==> src/rtl/pipe_stall_ctrl_pkg.sv <==
// Shared types and constants for the pipeline stall sequencer: stall bus,
// controller state encodings and the priority-ordered stall patterns.
package pipe_stall_ctrl_pkg;

    typedef logic [5:0] StallBus;

    localparam logic Stop   = 1'b1;
    localparam logic NoStop = 1'b0;

    localparam logic [1:0] CTRL_RUN      = 2'd0;
    localparam logic [1:0] CTRL_DIV_WAIT = 2'd1;
    localparam logic [1:0] CTRL_DIV_DONE = 2'd2;

    // Bit 0 PC ... bit 5 WB; the first non-stopped stage receives the bubble.
    localparam StallBus STALL_MEM   = {NoStop, {5{Stop}}};
    localparam StallBus STALL_DIV   = {{2{NoStop}}, {4{Stop}}};
    localparam StallBus STALL_LDUSE = {{3{NoStop}}, {3{Stop}}};
    localparam StallBus STALL_NONE  = {6{NoStop}};

endpackage

==> src/rtl/pipe_stall_ctrl_if.sv <==
// Bundle between the stall sequencer and the ID/EX/MEM stages plus divider.
// slave is the sequencer side; master is the pipeline/divider side.
interface pipe_stall_ctrl_if;
    import pipe_stall_ctrl_pkg::*;

    logic [4:0] id_rs;
    logic [4:0] id_rt;
    logic       id_use_rs;
    logic       id_use_rt;
    logic       ex_is_load;
    logic [4:0] ex_rf_waddr;
    logic       ex_div_req;
    logic       div_ready;
    logic       mem_stallreq;
    StallBus    stall;
    logic       div_go;
    logic       div_busy;

    modport master (
        output id_rs, id_rt, id_use_rs, id_use_rt, ex_is_load, ex_rf_waddr,
               ex_div_req, div_ready, mem_stallreq,
        input  stall, div_go, div_busy
    );

    modport slave (
        input  id_rs, id_rt, id_use_rs, id_use_rt, ex_is_load, ex_rf_waddr,
               ex_div_req, div_ready, mem_stallreq,
        output stall, div_go, div_busy
    );

endinterface

==> src/rtl/pipe_stall_ctrl_sat_counter.sv <==
// Saturating up-counter with synchronous active-high reset.
// Increments by one on each enabled cycle and holds at all-ones.
module sat_counter #(
    parameter int W = 32
) (
    input  logic         clk,
    input  logic         rst,
    input  logic         en,
    output logic [W-1:0] q
);

    logic [W-1:0] r_cnt;

    always_ff @(posedge clk) begin
        if (rst) begin
            r_cnt <= '0;
        end else if (en && (r_cnt != {W{1'b1}})) begin
            r_cnt <= r_cnt + W'(1);
        end
    end

    assign q = r_cnt;

endmodule

==> src/rtl/pipe_stall_ctrl.sv <==
// Pipeline stall sequencer: merges load-use, divider and data-SRAM stalls.
// stall/div_go are combinational (0-cycle latency); mem_stallreq always wins.
module pipe_stall_ctrl
    import pipe_stall_ctrl_pkg::*;
#(
    parameter int CNT_W = 32
) (
    input  logic             clk,
    input  logic             rst,
    pipe_stall_ctrl_if.slave bus,
    output logic [CNT_W-1:0] stall_cnt
);

    logic [1:0] r_state;
    logic [1:0] w_state_nxt;
    StallBus    w_stall;
    logic       w_div_go;
    logic       w_rs_hit;
    logic       w_rt_hit;
    logic       w_ld_use;

    always_comb begin
        w_rs_hit = bus.id_use_rs && (bus.id_rs == bus.ex_rf_waddr);
        w_rt_hit = bus.id_use_rt && (bus.id_rt == bus.ex_rf_waddr);
        w_ld_use = bus.ex_is_load && (bus.ex_rf_waddr != 5'd0) && (w_rs_hit || w_rt_hit);
    end

    always_comb begin
        w_state_nxt = r_state;
        w_stall     = STALL_NONE;
        w_div_go    = 1'b0;
        case (r_state)
            CTRL_RUN: begin
                // A divide blocked by a memory wait stays in EX and retries next cycle.
                if (bus.ex_div_req) begin
                    if (!bus.mem_stallreq) begin
                        w_stall     = STALL_DIV;
                        w_div_go    = 1'b1;
                        w_state_nxt = CTRL_DIV_WAIT;
                    end
                end else if (w_ld_use) begin
                    w_stall = STALL_LDUSE;
                end
            end
            CTRL_DIV_WAIT: begin
                if (bus.div_ready) begin
                    w_state_nxt = bus.mem_stallreq ? CTRL_DIV_DONE : CTRL_RUN;
                end else begin
                    w_stall = STALL_DIV;
                end
            end
            CTRL_DIV_DONE: begin
                if (!bus.mem_stallreq) begin
                    w_state_nxt = CTRL_RUN;
                end
            end
            default: begin
                w_state_nxt = CTRL_RUN;
            end
        endcase
        if (bus.mem_stallreq) begin
            w_stall = STALL_MEM;
        end
    end

    always_ff @(posedge clk) begin
        if (rst) begin
            r_state <= CTRL_RUN;
        end else begin
            r_state <= w_state_nxt;
        end
    end

    assign bus.stall    = w_stall;
    assign bus.div_go   = w_div_go;
    assign bus.div_busy = (r_state == CTRL_DIV_WAIT);

    sat_counter #(
        .W (CNT_W)
    ) u_stall_cnt (
        .clk (clk),
        .rst (rst),
        .en  (w_stall[0]),
        .q   (stall_cnt)
    );

endmodule
==> src/flat_wrapper.sv <==
// flat-port wrapper written by rule: the top's interface ports become plain ports
module pipe_stall_ctrl_flat import pipe_stall_ctrl_pkg::*;
#(
    parameter int CNT_W = 32
)
  (clk, rst, stall_cnt, bus_id_rs, bus_id_rt, bus_id_use_rs, bus_id_use_rt, bus_ex_is_load, bus_ex_rf_waddr, bus_ex_div_req, bus_div_ready, bus_mem_stallreq, bus_stall, bus_div_go, bus_div_busy);
  pipe_stall_ctrl_if bus_i ();
  input  logic clk;
  input  logic rst;
  output logic [CNT_W-1:0] stall_cnt;
  input wire logic [$bits(bus_i.id_rs)-1:0] bus_id_rs;
  input wire logic [$bits(bus_i.id_rt)-1:0] bus_id_rt;
  input wire logic [$bits(bus_i.id_use_rs)-1:0] bus_id_use_rs;
  input wire logic [$bits(bus_i.id_use_rt)-1:0] bus_id_use_rt;
  input wire logic [$bits(bus_i.ex_is_load)-1:0] bus_ex_is_load;
  input wire logic [$bits(bus_i.ex_rf_waddr)-1:0] bus_ex_rf_waddr;
  input wire logic [$bits(bus_i.ex_div_req)-1:0] bus_ex_div_req;
  input wire logic [$bits(bus_i.div_ready)-1:0] bus_div_ready;
  input wire logic [$bits(bus_i.mem_stallreq)-1:0] bus_mem_stallreq;
  output wire logic [$bits(bus_i.stall)-1:0] bus_stall;
  output wire logic [$bits(bus_i.div_go)-1:0] bus_div_go;
  output wire logic [$bits(bus_i.div_busy)-1:0] bus_div_busy;
  assign bus_i.id_rs = bus_id_rs;
  assign bus_i.id_rt = bus_id_rt;
  assign bus_i.id_use_rs = bus_id_use_rs;
  assign bus_i.id_use_rt = bus_id_use_rt;
  assign bus_i.ex_is_load = bus_ex_is_load;
  assign bus_i.ex_rf_waddr = bus_ex_rf_waddr;
  assign bus_i.ex_div_req = bus_ex_div_req;
  assign bus_i.div_ready = bus_div_ready;
  assign bus_i.mem_stallreq = bus_mem_stallreq;
  assign bus_stall = bus_i.stall;
  assign bus_div_go = bus_i.div_go;
  assign bus_div_busy = bus_i.div_busy;
  pipe_stall_ctrl #(.CNT_W(CNT_W)) u_core (.clk(clk), .rst(rst), .bus(bus_i), .stall_cnt(stall_cnt));
endmodule
==> config.mk <==
export PLATFORM = sky130hd
export DESIGN_NAME = pipe_stall_ctrl_flat
export DESIGN_NICKNAME = d
export VERILOG_FILES = /design/src/rtl/pipe_stall_ctrl_pkg.sv /design/src/rtl/pipe_stall_ctrl_if.sv /design/src/rtl/pipe_stall_ctrl_sat_counter.sv /design/src/rtl/pipe_stall_ctrl.sv /design/src/flat_wrapper.sv
export SDC_FILE = /design/constraint.sdc
export NUM_CORES = 1
export LEC_CHECK = 0
export CAP_MARGIN = 15
export CELL_PAD_IN_SITES_DETAIL_PLACEMENT = 0
export CELL_PAD_IN_SITES_GLOBAL_PLACEMENT = 1
export CORE_MARGIN = 4
export CORE_UTILIZATION = 35
export DETAILED_ROUTE_END_ITERATION = 16
export GPL_TIMING_DRIVEN = 0
export PLACE_DENSITY = 0.92
export SLEW_MARGIN = 20
export SYNTH_ARGS = -nofsm -noshare
export SYNTH_HDL_FRONTEND = slang
export SYNTH_SLANG_ARGS = --single-unit
==> constraint.sdc <==
create_clock -name clk -period 3.1 [get_ports clk]
set_input_delay 0.31 -clock clk [delete_from_list [all_inputs] [get_ports clk]]
set_output_delay 0.31 -clock clk [all_outputs]
set_load 0.02 [all_outputs]
==> impl_metrics.py <==
metrics = {
    "status": {
        "status": "complete, no violations",
    },
    "sta": {
        "finalCritPeriodShare_pct": 93.08,
        "finalCriticalPeriod_ns": 2.886,
        "rsz0062_at_grt": "false",
        "maxSlewHeadroom_pct": 60.31,
        "tightest_slew_ns": 0.5935,
        "fin_worst_skew_ns": 0.005482,
        "final_hold_viol_count": 0,
        "setup_viol": 0,
        "drv_slew": 0,
        "max_freq_mhz": 346.6,
        "whs_ns": 0.4084,
    },
    "floorplanning": {
        "chipWidth_um": 81.38,
        "die_h_um": 81.38,
        "pin_count": 63,
        "coreArea_um2": 5172,
        "die_area_um2": 6622,
        "start_util_pct": 36.43,
        "rows": 26,
    },
    "grt": {
        "grt_util_met1_pct": 20.86,
        "antenna_found_initial": 0,
        "gr-usage-all-layers_pct": 14.95,
        "grt_pass1_wl_um": 7652,
        "grt_busiest_layer": "met2",
        "grt_util_met2_pct": 20.93,
        "gr-total-overflow": 0,
        "grtUsageMet3_pct": 4.656,
        "grt_max_degree": 19,
        "first_global_vias": 1602,
    },
    "cells_and_area": {
        "fin_util_pct": 51.43,
        "multiInputGateArea_um2": 1101,
        "nets": 316,
        "layout-drive-gt1-share_pct": 8.874,
        "diodes": 0,
        "num-fill-cells": 503,
        "seqCellArea_um2": 680.7,
        "finalInstanceArea_um2": 2660,
        "area_growth_pct": 41.17,
    },
    "yosys": {
        "ys_seq_area_share_pct": 36.12,
        "ys_warn_count": 0,
        "yosys_register_bits": 34,
        "syn-num-nets": 250,
        "synth_edf_count": 0,
        "async_flop_share_pct": 0,
        "syn_area_um2": 1884,
        "synth_area_per_cell_um2": 8.338,
        "ys.flop_type": "dfxtp_1",
        "ys_types": 36,
        "syn_inst": 226,
    },
    "critical_path": {
        "cp_slowest_cell": "clkdlybuf4s50_1",
        "crit_type": "in2out",
        "rr_startpoint": "u_core.u_stall_cnt.q[17]",
        "critPathCapture": "bus_stall[2]",
        "crit_chain": "clkdlybuf4s50_1 > xnor2_1 > nand4_1 > o22ai_2 > a41oi_4 > inv_1 > buf_4 > clkdlybuf4s50_1",
        "cpMostUsedCell": "clkdlybuf4s50_1",
        "cp-startpoint": "bus_ex_rf_waddr[2]",
        "endpoint_kind": "primary output",
        "start_kind": "primary input",
        "cp.required_ns": 2.79,
        "r2r-end": "u_core.u_stall_cnt.q[26]",
        "reg2reg_slack_ns": 0.74,
        "crit_arrival_ns": 2.58,
        "max_stage_delay_ns": 0.59,
        "critPathMaxFanout": 18,
        "rr_worst_depth": 8,
    },
    "detailed_routing": {
        "postRouteAntennaNets": 0,
        "wl_per_cell_um": 12.85,
        "via_count": 1761,
        "drt-total-wl_um": 4663,
        "viasPerCell": 4.851,
        "drc": 0,
        "drt_iter0_markers": 121,
        "drtPass1Iterations": 4,
    },
    "power_and_ir_drop": {
        "powerDensity_nw_per_um2": 342.9,
        "total_power_mw": 0.9122,
        "vdd_drop_max_uv": 230.1,
        "p_leak_nw": 0.8415,
    },
    "clock_tree": {
        "hold_buffers": 0,
        "insertion_delay_ns": 0.29,
        "cts_tree": "done",
        "post_cts_buffers": 0,
        "cts.clk_slew.worst_paths_ns": 0.06,
        "ctsResizeCount": 0,
        "h-tree-depth": 2,
        "cts_made_buffers": 5,
        "clock-sinks": 34,
        "cts-root-buf": "clkbuf_8",
        "clk_path_buf_depth": 2,
    },
    "placed_design": {
        "dp_hpwl_um": 3524,
        "place_area_um2": 2572,
        "io_buffers": 60,
        "gp_congestion": 0.7034,
    },
    "run": {
        "drv_cap": 0,
    },
    "worst_hold_path": {
        "worstHoldPathType": "in2reg",
    },
}
[kinds of logic (layout without fill, tap and decap cells)]
family	Yosys count	count (layout)	synth area share, %
AND/OR/NAND/NOR	115	115	33.07
adder cells (fa/ha/maj)	1	1	0.6639
flip-flops	34	34	36.12
other	1	1	0.1990
buffers and inverters	20	87	5.445
XOR/XNOR	34	34	15.80
AO/OA/AOI/OAI	20	20	8.167
multiplexers	1	1	0.5312
[area by class of cell]
type	instances	area share, %
inverter	5	0.7056
sequential	34	25.59
timing repair buffer	60	22.58
multi-input combinational	172	41.39
buffer	14	3.010
tap	70	3.293
clock inverter	1	0.1881
clock buffer	7	3.246
[cell usage after synthesis (all sizes together), types with 2 or more instances]
| cell type | count | area, um2 |
|---|---|---|
| a21bo | 2 | 20.02 |
| a21o | 2 | 15.01 |
| a21oi | 10 | 50.05 |
| and3 | 4 | 25.02 |
| buf | 8 | 57.55 |
| clkbuf | 7 | 26.28 |
| dfxtp | 34 | 680.7 |
| inv | 5 | 18.77 |
| nand2 | 21 | 78.83 |
| nand3 | 9 | 45.04 |
| nand3b | 3 | 22.52 |
| nand4 | 9 | 56.30 |
| nor2 | 33 | 123.9 |
| nor2b | 2 | 12.51 |
| nor3 | 11 | 60.06 |
| nor3b | 2 | 15.01 |
| nor4 | 14 | 123.9 |
| nor4b | 3 | 32.53 |
| or2 | 2 | 12.51 |
| xnor2 | 34 | 297.8 |
[report_power, final]
part | switching (mW) | internal (mW)
sequential | 0.00626 | 0.442
combinational | 0.0593 | 0.0675
clock | 0.158 | 0.179
[stage by stage]
step           TNS [ns]  worst slack, ns  instances
2_1_floorplan         0           0.9009        226
3_3_place_gp   -0.02226        -0.008402        356
3_5_place_dp    -0.1225         -0.04279        356
4_1_cts               0           0.1893        363
5_1_grt               0          0.01046        363
6_report              0           0.2144        363
[critical path: cells and delay by family]
kind	cells	cell delay [ns]
simple gates	1	0.11
buf+inv	4	1.47
xor+xnor	1	0.14
compound gates	2	0.54
[cell usage in the layout (no fill, tap or decap), types with 2 or more instances in the layout]
cell             synthesis  routed
or2_2                    2       2
dfxtp_1                 34      34
nor4_4                   2       2
nor4_1                  11      11
inv_1                    5       5
buf_4                    7       7
and3_1                   4       4
nand3b_1                 3       3
nor3_1                  10      10
xnor2_1                 34      34
nor3b_1                  2       2
nand4_1                  9       9
a21oi_1                 10      10
nand3_1                  9       9
nor4b_1                  2       2
a21bo_2                  2       2
clkbuf_1                 7       7
a21o_1                   2       2
nor2b_1                  2       2
nor2_1                  33      33
clkdlybuf4s50_1          0      60
clkbuf_8                 0       6
nand2_1                 21      21
[registers in the layout, indices dropped and copies added (netlist names)]
register              count
u_core.r_state            2
u_core.u_stall_cnt.q     32
[repair_timing]
item                                   in CTS  in global routing
setup endpoints to repair                   3                  1
endpoints found under the hold margin       0                  0
pin swaps                                   0                  1
[layer usage]
layer  up-vias  share of wire (%)
met5         -                  0
li1        907                  -
met4         0                1.5
met1       787                 49
met2        59                 40
met3         8                8.9
[worst min path at each step]
stage / from / end / slack [ns] / cells after the start
after floorplan: bus_mem_stallreq / u_core.r_state[1] / 0.48 / 1
after global placement: u_core.u_stall_cnt.q[1] / u_core.u_stall_cnt.q[1] / 0.49 / 2
after detailed placement: u_core.u_stall_cnt.q[1] / u_core.u_stall_cnt.q[1] / 0.49 / 2
after CTS: rst / u_core.u_stall_cnt.q[31] / 0.41 / 2
after global routing: rst / u_core.u_stall_cnt.q[31] / 0.43 / 2
final: rst / u_core.u_stall_cnt.q[31] / 0.41 / 2
Power figures use the tool's default switching activity.
